==> src/rtl/stopwatch_pkg.sv <==
// Shared types and constants for the stopwatch controller.
// Holds the FSM state encoding and the BCD counter limits.
package stopwatch_pkg;

    localparam int CNT_W = 24;
    localparam logic [CNT_W-1:0] BCD_MAX = 24'h595999;

    typedef enum logic [1:0] {
        ST_IDLE = 2'd0,
        ST_RUN  = 2'd1,
        ST_LAP  = 2'd2,
        ST_STOP = 2'd3
    } state_t;

endpackage

==> src/rtl/stopwatch_ctrl_rise_detect.sv <==
// One-flop rising-edge detector for a debounced button level.
// The history flop tracks the level even during reset.
module rise_detect (
    input  logic i_clk,
    input  logic i_level,
    output logic o_rise
);

    logic r_prev;

    always_ff @(posedge i_clk) begin
        r_prev <= i_level;
    end

    assign o_rise = i_level & ~r_prev;

endmodule

==> src/rtl/stopwatch_ctrl.sv <==
// Stopwatch control sequencer: button FSM, 10 ms tick prescaler,
// counter init/latch control, lap capture and overflow flag.
module stopwatch_ctrl
    import stopwatch_pkg::*;
#(
    parameter int TICK_DIV = 1000000
) (
    input  logic             i_rtcclk,
    input  logic             i_reset_n,
    input  logic             i_startstop,
    input  logic             i_lapreset,
    input  logic [CNT_W-1:0] i_count,
    output logic             o_countenb,
    output logic             o_countinit,
    output logic             o_latchcount,
    output logic [CNT_W-1:0] o_lap,
    output logic [1:0]       o_state,
    output logic             o_ovf
);

    localparam int PW = $clog2(TICK_DIV);
    localparam logic [PW-1:0] PMAX = PW'(TICK_DIV - 1);

    state_t           r_state;
    logic [PW-1:0]    r_presc;
    logic             r_countenb;
    logic             r_countinit;
    logic             r_latch;
    logic [CNT_W-1:0] r_lap;
    logic             r_ovf;

    logic             w_ss_rise;
    logic             w_lp_rise;
    logic             w_lap_edge;
    state_t           w_next;
    logic             w_latch_n;
    logic [CNT_W-1:0] w_lap_n;
    logic             w_init_n;
    logic             w_clr;
    logic             w_counting;
    logic             w_wrap;
    logic [PW-1:0]    w_presc_n;
    logic             w_en_n;

    rise_detect u_ss_rise (
        .i_clk   (i_rtcclk),
        .i_level (i_startstop),
        .o_rise  (w_ss_rise)
    );

    rise_detect u_lp_rise (
        .i_clk   (i_rtcclk),
        .i_level (i_lapreset),
        .o_rise  (w_lp_rise)
    );

    // Start/stop has priority; a coincident lap edge is dropped.
    assign w_lap_edge = w_lp_rise & ~w_ss_rise;

    always_comb begin
        w_next    = r_state;
        w_latch_n = r_latch;
        w_lap_n   = r_lap;
        w_init_n  = 1'b0;
        w_clr     = 1'b0;
        unique case (r_state)
            ST_IDLE: begin
                if (w_ss_rise) begin
                    w_next = ST_RUN;
                end
            end
            ST_RUN: begin
                if (w_ss_rise) begin
                    w_next = ST_STOP;
                end else if (w_lap_edge) begin
                    w_next    = ST_LAP;
                    w_lap_n   = i_count;
                    w_latch_n = 1'b0;
                end
            end
            ST_LAP: begin
                if (w_ss_rise) begin
                    w_next    = ST_STOP;
                    w_latch_n = 1'b1;
                end else if (w_lap_edge) begin
                    w_next    = ST_RUN;
                    w_latch_n = 1'b1;
                end
            end
            ST_STOP: begin
                if (w_ss_rise) begin
                    w_next = ST_RUN;
                end else if (w_lap_edge) begin
                    w_next   = ST_IDLE;
                    w_init_n = 1'b1;
                    w_lap_n  = '0;
                    w_clr    = 1'b1;
                end
            end
            default: begin
                w_next = ST_IDLE;
            end
        endcase
    end

    // Prescaler runs in RUN/LAP, holds in STOP so resume keeps phase.
    always_comb begin
        w_counting = (r_state == ST_RUN) || (r_state == ST_LAP);
        w_wrap     = w_counting && (r_presc == PMAX);
        w_presc_n  = r_presc;
        if (r_state == ST_IDLE) begin
            w_presc_n = '0;
        end else if (w_wrap) begin
            w_presc_n = '0;
        end else if (w_counting) begin
            w_presc_n = r_presc + PW'(1);
        end
        w_en_n = w_wrap && (w_next != ST_STOP);
    end

    always_ff @(posedge i_rtcclk) begin
        if (!i_reset_n) begin
            r_state     <= ST_IDLE;
            r_presc     <= '0;
            r_countenb  <= 1'b0;
            r_countinit <= 1'b0;
            r_latch     <= 1'b1;
            r_lap       <= '0;
            r_ovf       <= 1'b0;
        end else begin
            r_state     <= w_next;
            r_presc     <= w_presc_n;
            r_countenb  <= w_en_n;
            r_countinit <= w_init_n;
            r_latch     <= w_latch_n;
            r_lap       <= w_lap_n;
            if (w_clr) begin
                r_ovf <= 1'b0;
            end else if (r_countenb && (i_count == BCD_MAX)) begin
                r_ovf <= 1'b1;
            end
        end
    end

    assign o_countenb   = r_countenb;
    assign o_countinit  = r_countinit;
    assign o_latchcount = r_latch;
    assign o_lap        = r_lap;
    assign o_state      = r_state;
    assign o_ovf        = r_ovf;

endmodule
==> config.mk <==
export PLATFORM = sky130hd
export DESIGN_NAME = stopwatch_ctrl
export DESIGN_NICKNAME = d
export VERILOG_FILES = /design/src/rtl/stopwatch_pkg.sv /design/src/rtl/stopwatch_ctrl_rise_detect.sv /design/src/rtl/stopwatch_ctrl.sv
export SDC_FILE = /design/constraint.sdc
export NUM_CORES = 1
export LEC_CHECK = 0
export BUFFER_PORTS_ARGS = -buffer_cell sky130_fd_sc_hd__clkbuf_2
export CAP_MARGIN = 20
export CORE_MARGIN = 5
export CORE_UTILIZATION = 47
export DETAILED_ROUTE_END_ITERATION = 7
export GPL_TIMING_DRIVEN = 0
export PLACE_DENSITY_LB_ADDON = 0.15
export SYNTH_ARGS = -nofsm -noshare
export SYNTH_HDL_FRONTEND = slang
export SYNTH_SLANG_ARGS = --single-unit
==> constraint.sdc <==
create_clock -name i_rtcclk -period 2.1 [get_ports i_rtcclk]
set_input_delay 0.105 -clock i_rtcclk [delete_from_list [all_inputs] [get_ports i_rtcclk]]
set_output_delay 0.105 -clock i_rtcclk [all_outputs]
set_load 0.05 [all_outputs]
==> results.ini <==
[outcome]
run_status = finished clean

[logic_synthesis]
ys_ff_latch = 52
yosysTopAreaCell = dfxtp_1
synth.area.top_cells = dfxtp_1 47%, a22oi_1 8.2%, nor2_1 7.7%, ha_1 2.9%, xor2_1 2.8%
synthDistinctLibCells = 43
synth_top_area_frac = 0.475
synth-edff-count = 0
syn_area_um2 = 2190
synthFlopType = dfxtp_1
syn_avg_cell_area_um2 = 9.10
ys_seq_area_frac = 0.475
synthesis.nets = 274
synthCells = 241
ys_warn_count = 0
ys_async_sr_fraction = 0

[placed_design]
dpl.hpwl_um = 3640
pre_cts_slack_ns = -0.0128
placed_area_um2 = 2550
portBuffers = 57
gp_congestion = 0.858

[routing]
firstDrtPassIters = 4
drt-wirelength-per-cell_um = 13.6
drtIter0Drc = 130
ant_nets = 0
wl_um = 4900
num_vias = 1954
route.detailed.drc = 0
viasPerCell = 5.44

[sta]
setup_viol = 0
worst_hold_slack_ns = 0.0522
worst_slack_ns = 0.0967
timing.final.crit_period_ns = 2.00
tightestPinTransition_ns = 0.462
slew_violations = 0
period_share = 0.954
max_slew_margin = 0.692
hold_viol_final = 0
fmax_mhz = 499
skew_ns = 0.0118

[floorplanning]
die_area_um2 = 6130
die_h_um = 78.3
die_w_um = 78.3
core_area_um2 = 4440
io_pins = 58
initial_core_util = 0.494
rows = 24

[setup_path]
cp_cell_sequence = inv_1, ha_4, and3_2, buf_2, nand2_1, o311ai_2, buf_4, nor2_1
crit_path_end_kind = flop
critPathMaxFanout = 10
worstSetupStartpointType = flop
crit_type = flop to flop
slowest_stage = dfxtp_4
crit_required_ns = 2.29
cpPeakStageDelay_ns = 0.39
cp.arrival_ns = 2.20

[min_path]
hp-class = primary input to flop

[run]
cap_violations = 0

[finish]
design_area_um2 = 2700
diodes = 0
final_common_cell = clkbuf_2
area_growth_pct = 23.3
final_cell_mix = 57 x clkbuf_2, 50 x dfxtp_1, 45 x nor2_1
finish.net_count = 339
drive_above_1_share = 0.257

[global_route]
antenna_found_initial = 0
grt_use_met3 = 0.0469
globalRouteOverflowTotal = 0
grt_pass1_vias = 1847
grt_pass1_wl_um = 8270
use_met2 = 0.277
grt_busiest_layer = met2
grt_usage = 0.165
use_met1 = 0.202
grt_max_degree = 17

[clock_network]
cts_root_buf = clkbuf_8
cts_buffers = 5
clkTransAtPathRegs_ns = 0.10
clkSinkCount = 52
ctsLongestPathBuffers = 2
clk_latency_ns = 0.30
cts_tree = done
h-tree-depth = 2
cts_setup_buffers = 0

[power_and_ir_drop]
leakage_nw = 1.06
powerDensity_nw_per_um2 = 662
peakVddDrop_v = 0.000472

[cells in the mapped netlist, types with 6 or more instances]
master	count
a21oi_1	8
a22oi_1	24
clkbuf_1	7
dfxtp_1	52
inv_1	6
nand2_1	11
nand3_1	7
nor2_1	45
xnor2_1	6
xor2_1	7
[report_power, final]
part           switching, W  internal [W]  total [W]
Clock              0.000328      0.000270   0.000598
Combinational      0.000115     0.0000703   0.000185
Sequential       0.00000810      0.000998    0.00101
Total              0.000451       0.00134    0.00179
[registers in the layout, indices dropped and copies added, names as in the netlist]
register	flops
o_latchcount	1
u_ss_rise.r_prev	1
o_countenb	1
o_countinit	1
u_lp_rise.r_prev	1
o_lap	24
r_presc	20
o_state	2
o_ovf	1
[cell families after synthesis]
| kind of cell | count (synthesis) | share of synthesized area |
|---|---|---|
| buf+inv | 18 | 0.0331 |
| fa+ha+maj | 5 | 0.0285 |
| xor+xnor | 13 | 0.0519 |
| mux | 1 | 0.00456 |
| flops | 52 | 0.475 |
| simple gates | 104 | 0.253 |
| compound gates | 48 | 0.154 |
[worst paths after layout]
check        slack [ns]   startpoint            to  cells after the start
max                 0.1   o_state[1]    r_presc[1]                      8
min                0.05    i_reset_n  o_latchcount                      2
max reg2reg         0.1   o_state[1]    r_presc[1]                      8
min reg2reg        0.49  r_presc[19]   r_presc[19]                      2
[final cells by class]
| type | instances | area (um^2) |
|---|---|---|
| Clock buffer | 6 | 82.6 |
| Buffer | 10 | 46.3 |
| Inverter | 7 | 26.3 |
| Timing Repair Buffer | 59 | 305 |
| Multi-Input combinational cell | 171 | 1120 |
| Tap cell | 52 | 65.1 |
| Clock inverter | 2 | 13.8 |
| Sequential cell | 52 | 1050 |
| Fill cell | 405 | 1740 |
[worst max-delay path, delay by kind of cell, from the launching register on]
family | cells | cell delay, ns
buffers and inverters | 3 | 0.49
DFF | 1 | 0.39
and+or+nand+nor | 3 | 0.37
AOI/OAI and AO/OA | 1 | 0.33
adders and majority gates | 1 | 0.31
[timing repair]
action	in CTS	in global routing
hold buffers	2	0
setup endpoints to repair	17	40
hold endpoints to repair	2	0
gates resized for setup	3	4
[metrics by stage]
step	power (W)	setup TNS (ns)	utilization	std cells
finish	0.00179	0	0.608	359
global route	0.00188	-0.189	0.608	359
CTS	0.00181	0	0.604	360
detailed placement	0.00120	-0.0129	0.575	350
global placement	0.00120	0	0.575	350
floorplan	0.00114	0	-	241
[metal layers]
layer | part of all wire | routed length, um | vias up
li1 | - | - | 998
met5 | 0 | 0 | -
met3 | 0.061 | 301 | 7
met2 | 0.46 | 2240 | 53
met1 | 0.47 | 2290 | 896
met4 | 0.013 | 64 | 0
(Power assumes the default switching activity.)
